`config.mk`:
```
export PLATFORM = sky130hd
export DESIGN_NAME = seq_mul_w_flat
export DESIGN_NICKNAME = d
export VERILOG_FILES = /design/src/rtl/seq_mul_pkg.sv /design/src/rtl/seq_mul_w_if.sv /design/src/rtl/seq_mul_w.sv /design/src/flat_wrapper.sv
export SDC_FILE = /design/constraint.sdc
export NUM_CORES = 1
export LEC_CHECK = 0
export BUFFER_PORTS_ARGS = -buffer_cell sky130_fd_sc_hd__buf_2
export CAP_MARGIN = 20
export CORE_MARGIN = 1.5
export CORE_UTILIZATION = 38
export CTS_CLUSTER_SIZE = 28
export DETAILED_ROUTE_END_ITERATION = 12
export GPL_ROUTABILITY_DRIVEN = 1
export MAX_ROUTING_LAYER = met4
export PLACE_DENSITY_LB_ADDON = 0.2
export SLEW_MARGIN = 40
export SYNTH_ARGS = -nofsm -noshare
export SYNTH_HDL_FRONTEND = slang
export SYNTH_SLANG_ARGS = --single-unit
```
`constraint.sdc`:
```
create_clock -name ck -period 5.8 [get_ports ck]
set_input_delay 1.16 -clock ck [delete_from_list [all_inputs] [get_ports ck]]
set_output_delay 1.16 -clock ck [all_outputs]
set_load 0.03 [all_outputs]
```
`src/rtl/seq_mul_pkg.sv`:
```
// Shared types and helpers for the W x W shift-add sequential multiplier.
package seq_mul_pkg;

    localparam int unsigned MAXW = 32;

    typedef enum logic [1:0] {
        IDLE = 2'd0,
        RUN  = 2'd1,
        DONE = 2'd2
    } state_t;

    // True when a CW-bit counter can reach W without wrapping.
    function automatic bit cw_ok(input int unsigned w, input int unsigned cw);
        return (cw < 32) && ((64'd1 << cw) > 64'(w));
    endfunction

    // Magnitude of a sign-extended operand; raw value when unsigned.
    function automatic logic [MAXW-1:0] abs_w(input logic [MAXW-1:0] x, input logic sgn);
        return (sgn && x[MAXW-1]) ? (~x + MAXW'(1)) : x;
    endfunction

endpackage

```
`src/rtl/seq_mul_w_if.sv`:
```
// Request/result bundle between a MAC/filter controller and seq_mul_w.
interface seq_mul_w_if #(
    parameter int unsigned W = 8
);
    logic           start;
    logic           sgn;
    logic           acc;
    logic [W-1:0]   A;
    logic [W-1:0]   B;
    logic [2*W-1:0] O;
    logic           busy;
    logic           fin;

    modport master (output start, sgn, acc, A, B, input O, busy, fin);
    modport slave  (input start, sgn, acc, A, B, output O, busy, fin);
endinterface

```
`src/rtl/seq_mul_w.sv`:
```
// W x W MSB-first shift-add multiplier with signed/unsigned mode and
// optional accumulate into the held result; W iterations per operation.
module seq_mul_w
    import seq_mul_pkg::*;
#(
    parameter int unsigned W  = 8,
    parameter int unsigned CW = 6
) (
    input  logic       ck,
    input  logic       rst_n,
    seq_mul_w_if.slave bus
);

    localparam int unsigned PW = 2 * W;

    if (W < 2 || W > MAXW || !cw_ok(W, CW)) begin : g_param_check
        $error("seq_mul_w: illegal W/CW combination");
    end

    state_t          state_q, state_d;
    logic [W-1:0]    a_q, a_d;
    logic [W-1:0]    b_q, b_d;
    logic [PW-1:0]   p_q, p_d;
    logic [PW-1:0]   o_q, o_d;
    logic [CW-1:0]   cnt_q, cnt_d;
    logic            neg_q, neg_d;
    logic            acc_q, acc_d;
    logic            busy_q, busy_d;
    logic            fin_q, fin_d;

    logic            accept_c;
    logic            last_c;
    logic [PW-1:0]   p_step_c;
    logic [PW-1:0]   r_c;

    assign accept_c = bus.start && (state_q != RUN);
    assign last_c   = (state_q == RUN) && (cnt_q == CW'(W - 1));

    // b_q is shifted left each iteration, so its MSB is bit W-1-k of |B|.
    assign p_step_c = {p_q[PW-2:0], 1'b0} + (b_q[W-1] ? PW'(a_q) : '0);
    assign r_c      = neg_q ? (~p_step_c + PW'(1)) : p_step_c;

    // State register.
    always_ff @(posedge ck or negedge rst_n) begin
        if (!rst_n) begin
            state_q <= IDLE;
        end else begin
            state_q <= state_d;
        end
    end

    // Next-state logic; DONE accepts a new start for back-to-back ops.
    always_comb begin
        state_d = state_q;
        unique case (state_q)
            IDLE:    if (accept_c) state_d = RUN;
            RUN:     if (last_c)   state_d = DONE;
            DONE:    state_d = accept_c ? RUN : IDLE;
            default: state_d = IDLE;
        endcase
    end

    // Datapath and registered-output next values.
    always_comb begin
        a_d    = a_q;
        b_d    = b_q;
        p_d    = p_q;
        o_d    = o_q;
        cnt_d  = cnt_q;
        neg_d  = neg_q;
        acc_d  = acc_q;
        busy_d = (state_d == RUN);
        fin_d  = (state_d == DONE);

        if (accept_c) begin
            a_d   = W'(abs_w(MAXW'($signed(bus.A)), bus.sgn));
            b_d   = W'(abs_w(MAXW'($signed(bus.B)), bus.sgn));
            neg_d = bus.sgn & (bus.A[W-1] ^ bus.B[W-1]);
            acc_d = bus.acc;
            p_d   = '0;
            cnt_d = '0;
        end else if (state_q == RUN) begin
            p_d   = p_step_c;
            b_d   = b_q << 1;
            cnt_d = cnt_q + CW'(1);
            if (last_c) begin
                o_d = r_c + (acc_q ? o_q : '0);
            end
        end
    end

    // Datapath and output registers.
    always_ff @(posedge ck or negedge rst_n) begin
        if (!rst_n) begin
            a_q    <= '0;
            b_q    <= '0;
            p_q    <= '0;
            o_q    <= '0;
            cnt_q  <= '0;
            neg_q  <= 1'b0;
            acc_q  <= 1'b0;
            busy_q <= 1'b0;
            fin_q  <= 1'b0;
        end else begin
            a_q    <= a_d;
            b_q    <= b_d;
            p_q    <= p_d;
            o_q    <= o_d;
            cnt_q  <= cnt_d;
            neg_q  <= neg_d;
            acc_q  <= acc_d;
            busy_q <= busy_d;
            fin_q  <= fin_d;
        end
    end

    assign bus.O    = o_q;
    assign bus.busy = busy_q;
    assign bus.fin  = fin_q;

endmodule

```
`src/flat_wrapper.sv`:
```
// flat-port wrapper written by rule: the top's interface ports become plain ports
module seq_mul_w_flat import seq_mul_pkg::*;
#(
    parameter int unsigned W  = 8,
    parameter int unsigned CW = 6
)
  (ck, rst_n, bus_start, bus_sgn, bus_acc, bus_A, bus_B, bus_O, bus_busy, bus_fin);
  seq_mul_w_if #(.W(W)) bus_i ();
  input  logic ck;
  input  logic rst_n;
  input wire logic [$bits(bus_i.start)-1:0] bus_start;
  input wire logic [$bits(bus_i.sgn)-1:0] bus_sgn;
  input wire logic [$bits(bus_i.acc)-1:0] bus_acc;
  input wire logic [$bits(bus_i.A)-1:0] bus_A;
  input wire logic [$bits(bus_i.B)-1:0] bus_B;
  output wire logic [$bits(bus_i.O)-1:0] bus_O;
  output wire logic [$bits(bus_i.busy)-1:0] bus_busy;
  output wire logic [$bits(bus_i.fin)-1:0] bus_fin;
  assign bus_i.start = bus_start;
  assign bus_i.sgn = bus_sgn;
  assign bus_i.acc = bus_acc;
  assign bus_i.A = bus_A;
  assign bus_i.B = bus_B;
  assign bus_O = bus_i.O;
  assign bus_busy = bus_i.busy;
  assign bus_fin = bus_i.fin;
  seq_mul_w #(.W(W), .CW(CW)) u_core (.ck(ck), .rst_n(rst_n), .bus(bus_i));
endmodule
```
# Word-level counts from Yosys, hierarchy flattened
# Cells that the tools add are included.
dict set report classes {
  n_mux 15
  n_reduce_logical 7
  n_eq_ne 6
  n_addsub 6
  bitwise 6
}
# cell count
set ops {}
lappend ops {{$mux 8} 5}
lappend ops {{$mux 16} 2}
lappend ops {{$mux 15} 2}
lappend ops {{$add 16x1->16 const B} 1}
lappend ops {{$add 16x16->16} 1}
lappend ops {{$add 16x8->16} 1}
lappend ops {{$add 8x1->8 const B} 2}
lappend ops {{$not 16->16} 1}
lappend ops {{$not 8->8} 2}
lappend ops {{$mux 6} 2}
lappend ops {{$add 6x1->6 const B} 1}
lappend ops {{$eq 6x3->1 const B} 1}
lappend ops {{$pmux 2 s3} 1}
lappend ops {{$eq 2x1->1 const B} 2}
lappend ops {{$eq 2x2->1 const B} 2}
lappend ops {{$logic_and 1x1->1} 4}
lappend ops {{$mux 2} 2}
lappend ops {{$reduce_and 3->1} 1}
lappend ops {{$logic_not 2->1} 1}
lappend ops {{$ne 2x1->1 const B} 1}
lappend ops {{$reduce_bool 2->1} 1}
lappend ops {{$and 1x1->1} 1}
lappend ops {{$mux 1} 1}
lappend ops {{$not 1->1} 1}
lappend ops {{$xor 1x1->1} 1}
dict set report totals {
  output_inout_bits 18
  register_bits 59
  wordCells 50
}

# Logic depth before layout (Yosys ltp)
dict set report logic_depth {
  depth_word 6
  mapped_depth 20
  depth_no_buf 20
}

# Worst setup path before layout
# Ideal clock, no wire load.
dict set report synth_timing {
  path_kind {flip-flop to flip-flop}
  from {register u_core.b_q[7]}
  to {register u_core.o_q[14], in the netlist u_core.bus.O[14]}
  slack_ns 1.746
  t_arrival_ns 3.925
  period_less_slack_ns 4.054
  required_ns 5.671
  stages_incl_launch_ff 19
  cell_sequence {dfrtp_1 and2_1 ha_1 inv_1 fa_1 and2b_1 o21ai_4 a311oi_2 and2_2 nand2_1 mux2i_1 a22oi_1 xnor2_1 ha_1 nor2b_1 a311o_1 a2111oi_2 or4_1 nand3_1}
}
dict set report synth_via {
  elab_chain_len 6
}
# item line_no
set synth_lines {}
lappend synth_lines {{from (decl)} seq_mul_w.sv:22} ;# logic [W-1:0] b_q, b_d;
lappend synth_lines {{from (signal assigned)} seq_mul_w.sv:96} ;# b_q <= '0;
lappend synth_lines {{from (signal assigned)} seq_mul_w.sv:106} ;# b_q <= b_d;
lappend synth_lines {{$mux 8 *} seq_mul_w.sv:40} ;# assign p_step_c = {p_q[PW-2:0], 1'b0} + (b_q[W-1] ? PW'(a_q) : '0);
lappend synth_lines {{$add 16x8->16 *} seq_mul_w.sv:40}
lappend synth_lines {{$not 16->16} seq_mul_w.sv:41} ;# assign r_c = neg_q ? (~p_step_c + PW'(1)) : p_step_c;
lappend synth_lines {{$add 16x1->16} seq_mul_w.sv:41}
lappend synth_lines {{$mux 16 *} seq_mul_w.sv:41}
lappend synth_lines {{$add 16x16->16 *} seq_mul_w.sv:87} ;# o_d = r_c + (acc_q ? o_q : '0);
lappend synth_lines {{to (signal assigned)} seq_mul_w.sv:98} ;# o_q <= '0;
lappend synth_lines {{to (signal assigned)} seq_mul_w.sv:108} ;# o_q <= o_d;
lappend synth_lines {{to (decl)} seq_mul_w.sv:24} ;# logic [PW-1:0] o_q, o_d;
# Every way passes the cells marked *; elsewhere a longest branch is shown, timed or not.
# A chain may end at the register's enable or synchronous reset.

# Final worst setup path
# Same ends and word-level chain as after synthesis.

==> out/results.ini <==
[logic_synthesis]
ys_seq_area_share_pct=33.3
async_flop_share_pct=100
synth.avg_cell_area_um2=8.49
syn_inst=522
yosysTopAreaCell=dfrtp_1
synth-edff-count=0
yosysWarnings=0
syn_nets=572
netlist_area_um2=4430
synth_ff_type=dfrtp_1
ys_seq_elements=59
synthDistinctLibCells=63
synth_top_area_share_pct=33.3
synth_area_leaders=dfrtp_1, ha_1, o21ai_0

[clock_tree]
cts_sinks=59
cts-buffers-inserted=9
ctsHoldBuffers=0
htreeDepth=3
post_cts_buffers=0
path_clk_slew_ps=50
cts-root-buf=clkbuf_16
cts_resized=0
clockBufferDepth=2
clk_latency_ps=330
tritoncts=built

[finish]
final_common_cell=nand2_1
final_cell_mix=nand2_1, o21ai_0, dfrtp_1
fin_nets=603
area_growth_pct=14.3
fillers=1161
antenna_cells=0
final_cells=701
drive_gt1_share_pct=14.2

[routing]
vias_per_cell=5.27
drtAntennaViolNets=0
drt-pass1-iter-count=4
drt-initial-drc-count=172
wl_per_cell_um=13.5
vias=3694
wirelength_um=9450
drc=0

[floorplanning]
core_area_um2=11400
die_h_um=111
dieWidth_um=111
row_count=39
io_pins=39
die_area_um2=12300
start_util_pct=38.8

[worst_setup_path]
crit_path_frequent_cell=ha_1
critPathBufInv=1
crit_path_start=u_core.b_q[7]$_DFFE_PN0P_
crit_arrival_ps=4640
crit_slowest_cell=dfrtp_1
path_max_fanout=9
start_kind=flip-flop
crit_path_end_kind=flip-flop
rr_worst_depth=18
critical_path.cell_chain=and2_1 -> ha_1 -> inv_1 -> fa_1 -> and2b_1 -> o21ai_4 -> a311oi_2 -> and2_2 -> nand2_1 -> mux2i_1 -> a22oi_1 -> xnor2_1 -> ha_1 -> nor2b_1 -> a311o_1 -> a2111oi_2 -> or4_1 -> nand3_1
crit_type=reg2reg
critPathRequiredTime_ps=6010
critical-path-top-delay-family=compound AO/OA/AOI/OAI gates
cpPeakStageDelay_ps=430
rrSetupSlack_ps=1370
r2r_start=u_core.b_q[7]$_DFFE_PN0P_
timing.rr.end=u_core.bus.O[14]$_DFFE_PN0P_

[placement]
place_congestion=0.834
portBuffers=38
place_hpwl_um=7030
numPlacedInstances=685

[sta]
hold_viol=0
min_period_over_period_pct=76.4
skew_ps=3.22
setup_violations=0
relSlewSlack_pct=58.0
tns_ps=0
worst_pin_slew_ps=630
rsz0062_at_grt=no
drv_slew=0
final.min_clock_period_ps=4430
fmax_mhz=226

[pwr]
cellPowerDensity_nw_per_um2=585
vdd_ir_drop_max_uv=303
leakage_nw=2.30

[min_path]
hold_depth=2
hp-class=reg2reg
min_from=u_core.a_q[1]$_DFFE_PN0P_
worstHoldEndpoint=u_core.a_q[1]$_DFFE_PN0P_

[global_route]
grt_overflow=0
antenna_found_initial=0
grt_pass1_vias=3587
grt_pass1_wl_um=16700
grt_util_all_layers_pct=16.9
grt_max_degree=60

[run_status]
status=complete, no violations

[job]
maxCapViolations=0

## worst max path at each step
stage,end,cells past startpoint
2_1_floorplan,u_core.bus.O[14]$_DFFE_PN0P_,18
3_3_place_gp,u_core.bus.O[14]$_DFFE_PN0P_,18
3_5_place_dp,u_core.bus.O[14]$_DFFE_PN0P_,18
4_1_cts,u_core.bus.O[14]$_DFFE_PN0P_,18
5_1_grt,u_core.bus.O[14]$_DFFE_PN0P_,18
6_report,u_core.bus.O[14]$_DFFE_PN0P_,18
## tightest hold or removal path, delay by kind of cell (launching register included)
| kind | cells | cell delay [ps] |
|---|---|---|
| compound gates | 1 | 60 |
| flops | 1 | 330 |
| simple gates | 1 | 50 |
## cell usage after synthesis (2+ instances only)
library cell and n:
nand4_1 4, or3_1 4, and3_1 8, inv_1 20
o21a_1 3, nand3_1 29, o21bai_1 2, a21o_1 8
dfrtp_1 59, o21ai_0 62, or2_2 2, nand2b_1 4
o22ai_1 2, xnor2_1 23, buf_4 3, o31ai_1 5
clkbuf_1 16, a21oi_1 23, ha_1 27, buf_1 2
a211oi_1 4, o211ai_1 4, and2b_1 2, nand3b_1 2
a21oi_4 2, a31oi_1 5, and2_1 22, a2111oi_1 2
nor3_1 10, nand3_2 2, nand2_1 75, nor2b_1 5
o21ai_1 4, fa_1 2, a31o_2 2, nor3_4 2
mux2i_1 3, xor2_1 25, nor2_1 18, a2111oi_4 2
## metal layers
layer  share of wire [%]  wire length, um  GRT usage (%)  vias to the layer above
met2                  46             4310           26.5                       70
met5                   0                0              -                        -
met4                 1.2              110           5.40                        0
met3                 3.4              320           3.50                        8
li1                    -                -              -                     1914
met1                  50             4710           22.0                     1702
## registers in the layout, indices dropped and copies added, names as in the netlist
| register | cells |
|---|---|
| u_core.p_q | 15 |
| u_core.cnt_q | 6 |
| u_core.neg_q | 1 |
| u_core.bus.fin | 1 |
| u_core.state_q | 2 |
| u_core.b_q | 8 |
| u_core.acc_q | 1 |
| u_core.a_q | 8 |
| u_core.bus.O | 16 |
| u_core.bus.busy | 1 |
## area by class of cell
| cell class | count | area [um^2] | area share, % |
|---|---|---|---|
| Multi-Input combinational cell | 421 | 2790 | 55.0 |
| Sequential cell | 59 | 1480 | 29.1 |
| Clock buffer | 10 | 239 | 4.71 |
| Timing Repair Buffer | 42 | 224 | 4.42 |
| Tap cell | 143 | 179 | 3.53 |
| Clock inverter | 6 | 88.8 | 1.75 |
| Inverter | 20 | 75.1 | 1.48 |
## cells by family after synthesis
| logic type | after synthesis | synth area share, % |
|---|---|---|
| flops | 59 | 33.3 |
| xor+xnor | 48 | 9.48 |
| simple gates | 197 | 22.6 |
| buf+inv | 42 | 3.84 |
| fa+ha+maj | 29 | 8.52 |
| mux | 4 | 0.931 |
| compound gates | 143 | 21.4 |
## power breakdown
part	leakage, nW	internal, W	switching [W]
sequential	0.753	0.000579	0.000165
clock	0.155	0.000387	0.000194
combinational	1.40	0.000665	0.000974
total	2.30	0.00163	0.00133
## per-stage QoR
step	setup slack, ps	cell area [um^2]	hold slack [ps]	util, %	power, W
6_report	1370	5070	471	44.4	0.00296
5_1_grt	1070	5070	507	44.4	0.00325
4_1_cts	1370	5060	478	44.4	0.00299
3_5_place_dp	1390	4740	464	41.5	0.00239
3_3_place_gp	1460	4740	459	41.5	0.00235
2_1_floorplan	1750	4430	442	-	0.00204
Power figures use the tool's default switching activity.
